$ cat config.mk
export PLATFORM = sky130hd
export DESIGN_NAME = vga_timing_gen
export DESIGN_NICKNAME = d
export VERILOG_FILES = /design/src/rtl/vga_timing_pkg.sv /design/src/rtl/vga_sync_delay.sv /design/src/rtl/vga_timing_gen.sv
export SDC_FILE = /design/constraint.sdc
export NUM_CORES = 1
export LEC_CHECK = 0
export CORE_MARGIN = 3
export CORE_UTILIZATION = 41
export CTS_CLUSTER_SIZE = 14
export DETAILED_ROUTE_END_ITERATION = 10
export PLACE_DENSITY_LB_ADDON = 0.12
export SLEW_MARGIN = 20
export SYNTH_ARGS = -nofsm -noshare
export SYNTH_HDL_FRONTEND = slang
export SYNTH_SLANG_ARGS = --single-unit
$ cat constraint.sdc
create_clock -name clk -period 2.11 [get_ports clk]
set_clock_uncertainty 0.2 [all_clocks]
set_input_delay 0.3165 -clock clk [delete_from_list [all_inputs] [get_ports clk]]
set_output_delay 0.3165 -clock clk [all_outputs]
set_load 0.02 [all_outputs]
$ cat src/rtl/vga_timing_pkg.sv
// Shared FSM state type, default 640x480@60 raster timing and a raster-length helper
// for the VGA timing generator.
package vga_timing_pkg;

  typedef enum logic [1:0] {
    IDLE  = 2'd0,
    RUN   = 2'd1,
    DRAIN = 2'd2
  } state_t;

  localparam int VGA_H_ACTIVE = 640;
  localparam int VGA_H_FP     = 16;
  localparam int VGA_H_SYNC   = 96;
  localparam int VGA_H_BP     = 48;
  localparam int VGA_V_ACTIVE = 480;
  localparam int VGA_V_FP     = 10;
  localparam int VGA_V_SYNC   = 2;
  localparam int VGA_V_BP     = 33;

  function automatic int vga_total(input int active, input int fp, input int sync, input int bp);
    return active + fp + sync + bp;
  endfunction

endpackage

$ cat src/rtl/vga_sync_delay.sv
// pix_en-gated shift register that lines up sync/DE/strobes with the pixel-data pipeline.
// Each bit resets to its own inactive level; zero depth is a plain wire.
module vga_sync_delay #(
  parameter int                 PIPE_DLY = 0,
  parameter int                 WIDTH    = 5,
  parameter logic [WIDTH-1:0]   RST_VAL  = '0
) (
  input  logic             clk,
  input  logic             reset,
  input  logic             i_pix_en,
  input  logic [WIDTH-1:0] i_data,
  output logic [WIDTH-1:0] o_data
);

  generate
    if (PIPE_DLY == 0) begin : g_bypass
      logic w_unused;
      assign w_unused = ^{clk, reset, i_pix_en};
      assign o_data   = i_data;
    end else begin : g_pipe
      logic [WIDTH-1:0] r_stage [PIPE_DLY];

      always_ff @(posedge clk or posedge reset) begin
        if (reset) begin
          for (int k = 0; k < PIPE_DLY; k++) r_stage[k] <= RST_VAL;
        end else if (i_pix_en) begin
          r_stage[0] <= i_data;
          for (int k = 1; k < PIPE_DLY; k++) r_stage[k] <= r_stage[k-1];
        end
      end

      assign o_data = r_stage[PIPE_DLY-1];
    end
  endgenerate

endmodule

$ cat src/rtl/vga_timing_gen.sv
// Parametrised VGA raster timing generator: run/stop FSM, h/v counters, sync/DE decode,
// registered outputs and an optional alignment delay on sync/DE/strobes.
module vga_timing_gen
  import vga_timing_pkg::*;
#(
  parameter int H_ACTIVE = VGA_H_ACTIVE,
  parameter int H_FP     = VGA_H_FP,
  parameter int H_SYNC   = VGA_H_SYNC,
  parameter int H_BP     = VGA_H_BP,
  parameter int V_ACTIVE = VGA_V_ACTIVE,
  parameter int V_FP     = VGA_V_FP,
  parameter int V_SYNC   = VGA_V_SYNC,
  parameter int V_BP     = VGA_V_BP,
  parameter bit H_POL    = 1'b0,
  parameter bit V_POL    = 1'b0,
  parameter int CNT_W    = 10,
  parameter int PIPE_DLY = 0
) (
  input  logic             clk,
  input  logic             reset,
  input  logic             i_pix_en,
  input  logic             i_run,
  output logic             o_h_sync,
  output logic             o_v_sync,
  output logic             o_de,
  output logic [CNT_W-1:0] o_x_pixel,
  output logic [CNT_W-1:0] o_y_pixel,
  output logic             o_line_start,
  output logic             o_frame_start,
  output logic             o_busy
);

  localparam int H_TOTAL = vga_total(H_ACTIVE, H_FP, H_SYNC, H_BP);
  localparam int V_TOTAL = vga_total(V_ACTIVE, V_FP, V_SYNC, V_BP);
  localparam int CW1     = CNT_W + 1;

  localparam logic [CNT_W-1:0] H_LAST = CNT_W'(H_TOTAL - 1);
  localparam logic [CNT_W-1:0] V_LAST = CNT_W'(V_TOTAL - 1);

  // Decode bounds are one bit wider so a sync region ending exactly at TOTAL cannot wrap.
  localparam logic [CNT_W:0] H_ACT_E  = CW1'(H_ACTIVE);
  localparam logic [CNT_W:0] H_SYNC_S = CW1'(H_ACTIVE + H_FP);
  localparam logic [CNT_W:0] H_SYNC_E = CW1'(H_ACTIVE + H_FP + H_SYNC);
  localparam logic [CNT_W:0] V_ACT_E  = CW1'(V_ACTIVE);
  localparam logic [CNT_W:0] V_SYNC_S = CW1'(V_ACTIVE + V_FP);
  localparam logic [CNT_W:0] V_SYNC_E = CW1'(V_ACTIVE + V_FP + V_SYNC);

  generate
    if ((1 << CNT_W) < H_TOTAL || (1 << CNT_W) < V_TOTAL) begin : g_cnt_w_check
      $error("vga_timing_gen: CNT_W too narrow for H_TOTAL/V_TOTAL");
    end
    if (PIPE_DLY < 0 || PIPE_DLY > 7) begin : g_dly_check
      $error("vga_timing_gen: PIPE_DLY must be in 0..7");
    end
  endgenerate

  state_t           r_state, w_state_nxt;
  logic [CNT_W-1:0] r_h_cnt, r_v_cnt, w_h_nxt, w_v_nxt;
  logic             w_h_last, w_last_pix;

  assign w_h_last   = (r_h_cnt == H_LAST);
  assign w_last_pix = w_h_last && (r_v_cnt == V_LAST);

  // A dropped run only ends the frame at its last pixel; run raised again resumes seamlessly.
  always_comb begin
    w_state_nxt = r_state;
    w_h_nxt     = r_h_cnt;
    w_v_nxt     = r_v_cnt;
    unique case (r_state)
      IDLE: begin
        w_h_nxt = '0;
        w_v_nxt = '0;
        if (i_run) w_state_nxt = RUN;
      end
      RUN, DRAIN: begin
        if (w_h_last) begin
          w_h_nxt = '0;
          w_v_nxt = (r_v_cnt == V_LAST) ? '0 : r_v_cnt + 1'b1;
        end else begin
          w_h_nxt = r_h_cnt + 1'b1;
        end
        if (i_run)           w_state_nxt = RUN;
        else if (w_last_pix) w_state_nxt = IDLE;
        else                 w_state_nxt = DRAIN;
      end
      default: begin
        w_state_nxt = IDLE;
        w_h_nxt     = '0;
        w_v_nxt     = '0;
      end
    endcase
  end

  always_ff @(posedge clk or posedge reset) begin
    if (reset) begin
      r_state <= IDLE;
      r_h_cnt <= '0;
      r_v_cnt <= '0;
    end else if (i_pix_en) begin
      r_state <= w_state_nxt;
      r_h_cnt <= w_h_nxt;
      r_v_cnt <= w_v_nxt;
    end
  end

  logic w_counting, w_de, w_hs_act, w_vs_act, w_line_start, w_frame_start;

  assign w_counting    = (r_state != IDLE);
  assign w_de          = w_counting && ({1'b0, r_h_cnt} < H_ACT_E) && ({1'b0, r_v_cnt} < V_ACT_E);
  assign w_hs_act      = w_counting && ({1'b0, r_h_cnt} >= H_SYNC_S) && ({1'b0, r_h_cnt} < H_SYNC_E);
  assign w_vs_act      = w_counting && ({1'b0, r_v_cnt} >= V_SYNC_S) && ({1'b0, r_v_cnt} < V_SYNC_E);
  assign w_line_start  = w_counting && (r_h_cnt == '0);
  assign w_frame_start = w_line_start && (r_v_cnt == '0);

  logic             r_h_sync, r_v_sync, r_de, r_line_start, r_frame_start, r_busy;
  logic [CNT_W-1:0] r_x_pixel, r_y_pixel;

  always_ff @(posedge clk or posedge reset) begin
    if (reset) begin
      r_h_sync      <= ~H_POL;
      r_v_sync      <= ~V_POL;
      r_de          <= 1'b0;
      r_line_start  <= 1'b0;
      r_frame_start <= 1'b0;
      r_x_pixel     <= '0;
      r_y_pixel     <= '0;
      r_busy        <= 1'b0;
    end else if (i_pix_en) begin
      r_h_sync      <= w_hs_act ? H_POL : ~H_POL;
      r_v_sync      <= w_vs_act ? V_POL : ~V_POL;
      r_de          <= w_de;
      r_line_start  <= w_line_start;
      r_frame_start <= w_frame_start;
      r_x_pixel     <= r_h_cnt;
      r_y_pixel     <= r_v_cnt;
      r_busy        <= (w_state_nxt != IDLE);
    end
  end

  logic [4:0] w_dly_out;

  vga_sync_delay #(
    .PIPE_DLY (PIPE_DLY),
    .WIDTH    (5),
    .RST_VAL  ({~H_POL, ~V_POL, 3'b000})
  ) u_sync_delay (
    .clk      (clk),
    .reset    (reset),
    .i_pix_en (i_pix_en),
    .i_data   ({r_h_sync, r_v_sync, r_de, r_line_start, r_frame_start}),
    .o_data   (w_dly_out)
  );

  assign {o_h_sync, o_v_sync, o_de, o_line_start, o_frame_start} = w_dly_out;
  assign o_x_pixel = r_x_pixel;
  assign o_y_pixel = r_y_pixel;
  assign o_busy    = r_busy;

endmodule
---- Yosys cells after proc, flatten, opt, wreduce, memory -nomap -nowiden ----
Cells that the tools add are included.
cells by class
  $add $sub $neg .......................... 2
  reductions and logical operators ........ 16
  order comparisons ....................... 6
  bitwise gates (word level) .............. 0
  multiplexer cells ....................... 11
  multipliers ............................. 0
  equal/unequal tests ..................... 5
  shift operators ......................... 0
  div/mod/pow operators ................... 0
operator list
  kind                                                  number
  two-way mux 10 bit                                    5
  adder 10 x 1 -> 10 bit, second input constant         2
  == test 10 bit, second input constant                 2
  zero test 10 bit                                      2
  < comparator 10 bit, second input constant            2
  < comparator 10 x 9 -> 1 bit, second input constant   2
  >= comparator 10 bit, second input constant           1
  >= comparator 10 x 9 -> 1 bit, second input constant  1
  logical AND 1 bit                                     9
  two-way mux 2 bit                                     3
  case mux 2 bit (2 select lines)                       1
  nonzero test 2 bit                                    2
  == test 2 x 1 -> 1 bit, second input constant         1
  == test 2 bit, second input constant                  1
  zero test 2 bit                                       1
  two-way mux 1 bit                                     2
  inequality test 2 bit, second input constant          1
  AND reduction 2 bit                                   1
  OR reduction 2 bit                                    1
storage, ports and cells
  ROM bits ................................ 0
  flip-flop bits (word level) ............. 48
  logic and storage cells ................. 51
  bits of input ports ..................... 4
  memories kept ........................... 0
  memory bits (writable) .................. 0
  bits in latches ......................... 0

---- Depth between registers and ports, before layout ----
  word-level depth ........................ 6
  gate-level depth with buffers ........... 7
  gate-level depth less buffers ........... 6

---- Cells and area by module ----
Synthesis repeated with hierarchy kept, for this count alone.
second synthesis, totals
  cell total of the unflattened synthesis .. 217
  area total of the unflattened synthesis .. 2353.5 um^2
modules (own cells, without submodules)
  module          area an instance (um^2)  sequential area each (um^2)  cells an instance  instances
  vga_timing_gen  2316.0                   1203.7                       212                1
  vga_sync_delay  37.5                     0.0                          5                  1

---- Worst setup path before layout ----
OpenSTA, ideal clock, no wires.
  path kind ............................... register to register
  start ................................... register r_v_cnt[0]
  end ..................................... register r_v_cnt[8]
  arrival ................................. 1871 ps
  setup time .............................. 126 ps
  setup slack ............................. -87 ps
  required time ........................... 1784 ps
  cell stages (with the launch flop) ...... 7
  cell sequence ........................... dfrtp_1 > inv_1 > ha_1 > or4b_4 > o41ai_4 > nor2_2 > a221o_1
on the way
  word-level cells in the longest chain between the ends .. 4
  elaborated cells between the ends (all ways) .. 5
  those cells by class .................... add/sub (1); eq/ne (1); mux (3)
RTL lines
  element                                                          line                   text
  start: declaration                                               vga_timing_gen.sv:58   logic [CNT_W-1:0] r_h_cnt, r_v_cnt, w_h_nxt, w_v_nxt;
  start signal: assignment                                         vga_timing_gen.sv:102  r_v_cnt <= w_v_nxt;
  adder 10 x 1 -> 10 bit / == test 10 bit (equally long branches)  vga_timing_gen.sv:78   w_v_nxt = (r_v_cnt == V_LAST) ? '0 : r_v_cnt + 1'b1;
  two-way mux 10 bit *                                             vga_timing_gen.sv:78
  two-way mux 10 bit *                                             vga_timing_gen.sv:76   if (w_h_last) begin
  two-way mux 10 bit *                                             vga_timing_gen.sv:69   unique case (r_state)
Mark *: on every way between the ends. The rest lies on a longest branch, timed or not. The select of a mux whose other input is x is not followed.
A chain may end at the register's enable or synchronous reset.

---- Worst setup path in the final report ----
  start ................................... register r_v_cnt[1]
  end ..................................... register r_v_cnt[5]
The elaborated chain is that of the path after synthesis.

==> results.md <==
- Slew margin rel.: 0.653
- Final period util: 1.03
- Placed insts: approximately 330
- Status: finished with violations
- Vias in the first global route: 1,794
- Setup TNS: -152 ps
- Die height: about 81 µm
- Pwr dens: 1110 nW/µm²
- RePlAce Congestion: between 0.8 and 0.9
- Total GRT Usage: 0.174
- Routed WL: 5130 µm
- YS warnings: 0
- Fin worst setup slack: -62.3 ps
- Slew @ Worst Pin: ~520 ps
- Distinct cell type count after synthesis: 43
- Max_cap viols: 0
- Post-synth EDFFs: 0
- Final setup viols: 3
- Placed cell area: ~2900 µm²
- Crit-path cells: inv_2 -> ha_1 -> or4b_4 -> o41a_1 -> a21o_1 -> a22o_1
- Delay of the slowest cell on the worst path: 490 ps
- ANT nets after route: 0
- Die extent in x: just over 80 µm
- Max FO, Critical Path: 3
- First-pass GRT wire length: a little under 9000 µm
- Root Buffer: clkbuf_8
- Crit path DAT: 2170 ps
- Final Max Slew Viols: 0
- #FFs+latches synth: 48
- Final Hold Viols: 0
- Initial Util: 0.438
- Grt total ovfl: 0
- Leak: between 1 and 1.5 nW
- Max Buffers Root-to-Sink: 2
- Post-Syn Nets: 224
- Post-Synthesis Cells: approximately 210
- Register area share after synthesis: 0.518
- DR vias: around 1,800
- Req. time, crit path: around 2100 ps
- Finished Layout Cells: approximately 340
- Crit path capture type: flip-flop
- # rows: 26
- Share of layout cells above drive strength 1: 0.275
- Top_reg_cell synth: dfrtp_1
- DIE AREA: 6610 µm²
- Clock Latency Late Sink: around 300 ps
- CP max stage cell: or4b_4
- Crit Path Class: flip-flop to flip-flop
- Top delay family on crit path: compound AO/OA/AOI/OAI gates
- Cts hold-fix bufs: 0
- Total CTS buffers: 5
- Io pins: 30
- Pre-CTS setup slack: -162 ps
- Starting DRT DRC Count: 93
- Port Buffers: 29
- Fin util: 0.576
- DR vias/cell: around 5.3
- Overall power: around 3.4 mW
- Largest net degree at the start of global routing: 49
- DP HPWL: 3700 µm
- Fin nets: 282
- H-tree depth: 2
- Maximum vdd drop: ~650 µV
- CTS tree: done
- RSZ-0062 raised after global routing: true
- Buffers plus inverters on the worst setup path: 1
- Worst-path clk slew: around 90 ps
- DRC errors left: 0
- Fmax: between 400 and 500 MHz
- Netlist Area Pre-Place: 2320 µm²
- Asr flop ratio synth: 1.00
- # diodes: 0
- Antenna violations before repair: 0
- Avg Synthesized Cell Area: approximately 11 µm²
- Worst min-delay path category: input port to asynchronous set/reset pin
- Worst hold slack: between 150 and 200 ps
- Violated checks: negative setup slack
- Critical Path Start Type: flip-flop
- Iteration count of the initial detailed-routing pass: 4
- Area delta synth->final: 31.4%
- Routed wire per std cell: 15.0 µm
- Min Tclk post-route: ~2200 ps
- Final instance area: 3050 µm²
- Clock sinks: between 40 and 50
- Total core area: 5300 µm²
==> final timing paths <==
path	from	to	slack, ps	depth (start not counted)
worst max-delay path	r_v_cnt[1]	r_v_cnt[5]	-60	6
max in group asynchronous	reset	r_v_sync	1260	3
worst max register to register	r_v_cnt[1]	r_v_cnt[5]	-60	6
worst min register to register	r_v_sync	r_v_sync	290	2
min in group clk	r_v_sync	r_v_sync	290	2
worst min-delay path	reset	o_y_pixel[2]	160	3
==> registers in the layout, indices dropped and copies added, names as in the netlist <==
| register | count |
|---|---|
| r_frame_start | 1 |
| r_v_cnt | 10 |
| o_x_pixel | 10 |
| o_busy | 1 |
| r_de | 1 |
| r_state | 2 |
| r_v_sync | 1 |
| r_h_sync | 1 |
| r_h_cnt | 10 |
| o_y_pixel | 10 |
| r_line_start | 1 |
==> power breakdown <==
| part | internal (mW) | total, mW | switching, mW | leakage [nW] |
|---|---|---|---|---|
| sequential | 1.10 | 1.21 | 0.110 | 0.638 |
| combinational | 0.719 | 1.47 | 0.747 | 0.702 |
| clock | 0.388 | 0.704 | 0.316 | 0.0614 |
| total | 2.20 | 3.38 | 1.17 | 1.40 |
==> cells in the mapped netlist, types with 4 or more instances <==
cell / n / area share
clkbuf_1: 7 / 0.011
ha_1: 6 / 0.032
nand2_1: 16 / 0.026
nor2_1: 13 / 0.021
mux2_2: 21 / 0.10
nand3_1: 9 / 0.019
and3_1: 4 / 0.011
o21ai_0: 13 / 0.028
nand4_1: 4 / 0.011
inv_1: 11 / 0.018
dfrtp_1: 46 / 0.50
nor3_1: 8 / 0.017
a22o_1: 5 / 0.019
==> worst reg2reg max path: cells and delay by family (launching register included) <==
kind                       cells  cell delay (ps)
AOI/OAI and AO/OA              3              810
adders and majority gates      1              130
buffers and inverters          1               60
DFF                            1              400
and+or+nand+nor                1              490
==> cells by family after synthesis <==
| kind of cell | after synthesis | share of synthesized area |
|---|---|---|
| AOI/OAI and AO/OA | 39 | 0.126 |
| xor gates and xnor gates | 6 | 0.0226 |
| adders and majority gates | 6 | 0.0323 |
| buffers and inverters | 22 | 0.0366 |
| DFF | 48 | 0.518 |
| muxes | 21 | 0.102 |
| and+or+nand+nor | 72 | 0.163 |
==> repair_timing <==
action                                  4_1_cts  5_1_grt
gates resized for setup                       4        5
buffers inserted                              1        0
endpoints found under the setup margin        7       10
pin swaps                                     3        4
==> cell type report <==
cell class	count	area, µm²
Fill cell	472	2250
Sequential cell	48	1200
Multi-Input combinational cell	144	1050
Timing Repair Buffer	62	551
Tap cell	70	87.6
Clock buffer	6	82.6
Inverter	11	41.3
Clock inverter	2	38.8
==> layer usage <==
layer	vias to the layer above	share of wire	GRT usage
li1	890	-	-
met4	0	0.0086	0.0456
met2	41	0.44	0.261
met1	892	0.51	0.254
met5	-	0	0
met3	5	0.041	0.0355
==> placed cells by master, fill, tap and decap left out, types with 2 or more instances in the layout <==
cell type,instances
a21oi_1,3
dfrtp_1,46
inv_1,9
or3_1,3
inv_2,2
buf_4,32
dfstp_2,2
o21ai_0,9
mux2_2,21
nor3_1,8
a22o_1,5
nand4_1,4
xor2_1,3
nor2b_1,3
nor2_1,13
nor4b_1,2
o211ai_1,2
xnor2_1,3
and3_1,4
a21o_1,3
clkdlybuf4s50_1,29
nor4_1,3
ha_1,6
nand3_1,9
a211o_1,2
nand2_1,15
a31o_2,2
o21ai_1,3
clkbuf_8,6
No activity file was read; power rests on OpenSTA's default activity.
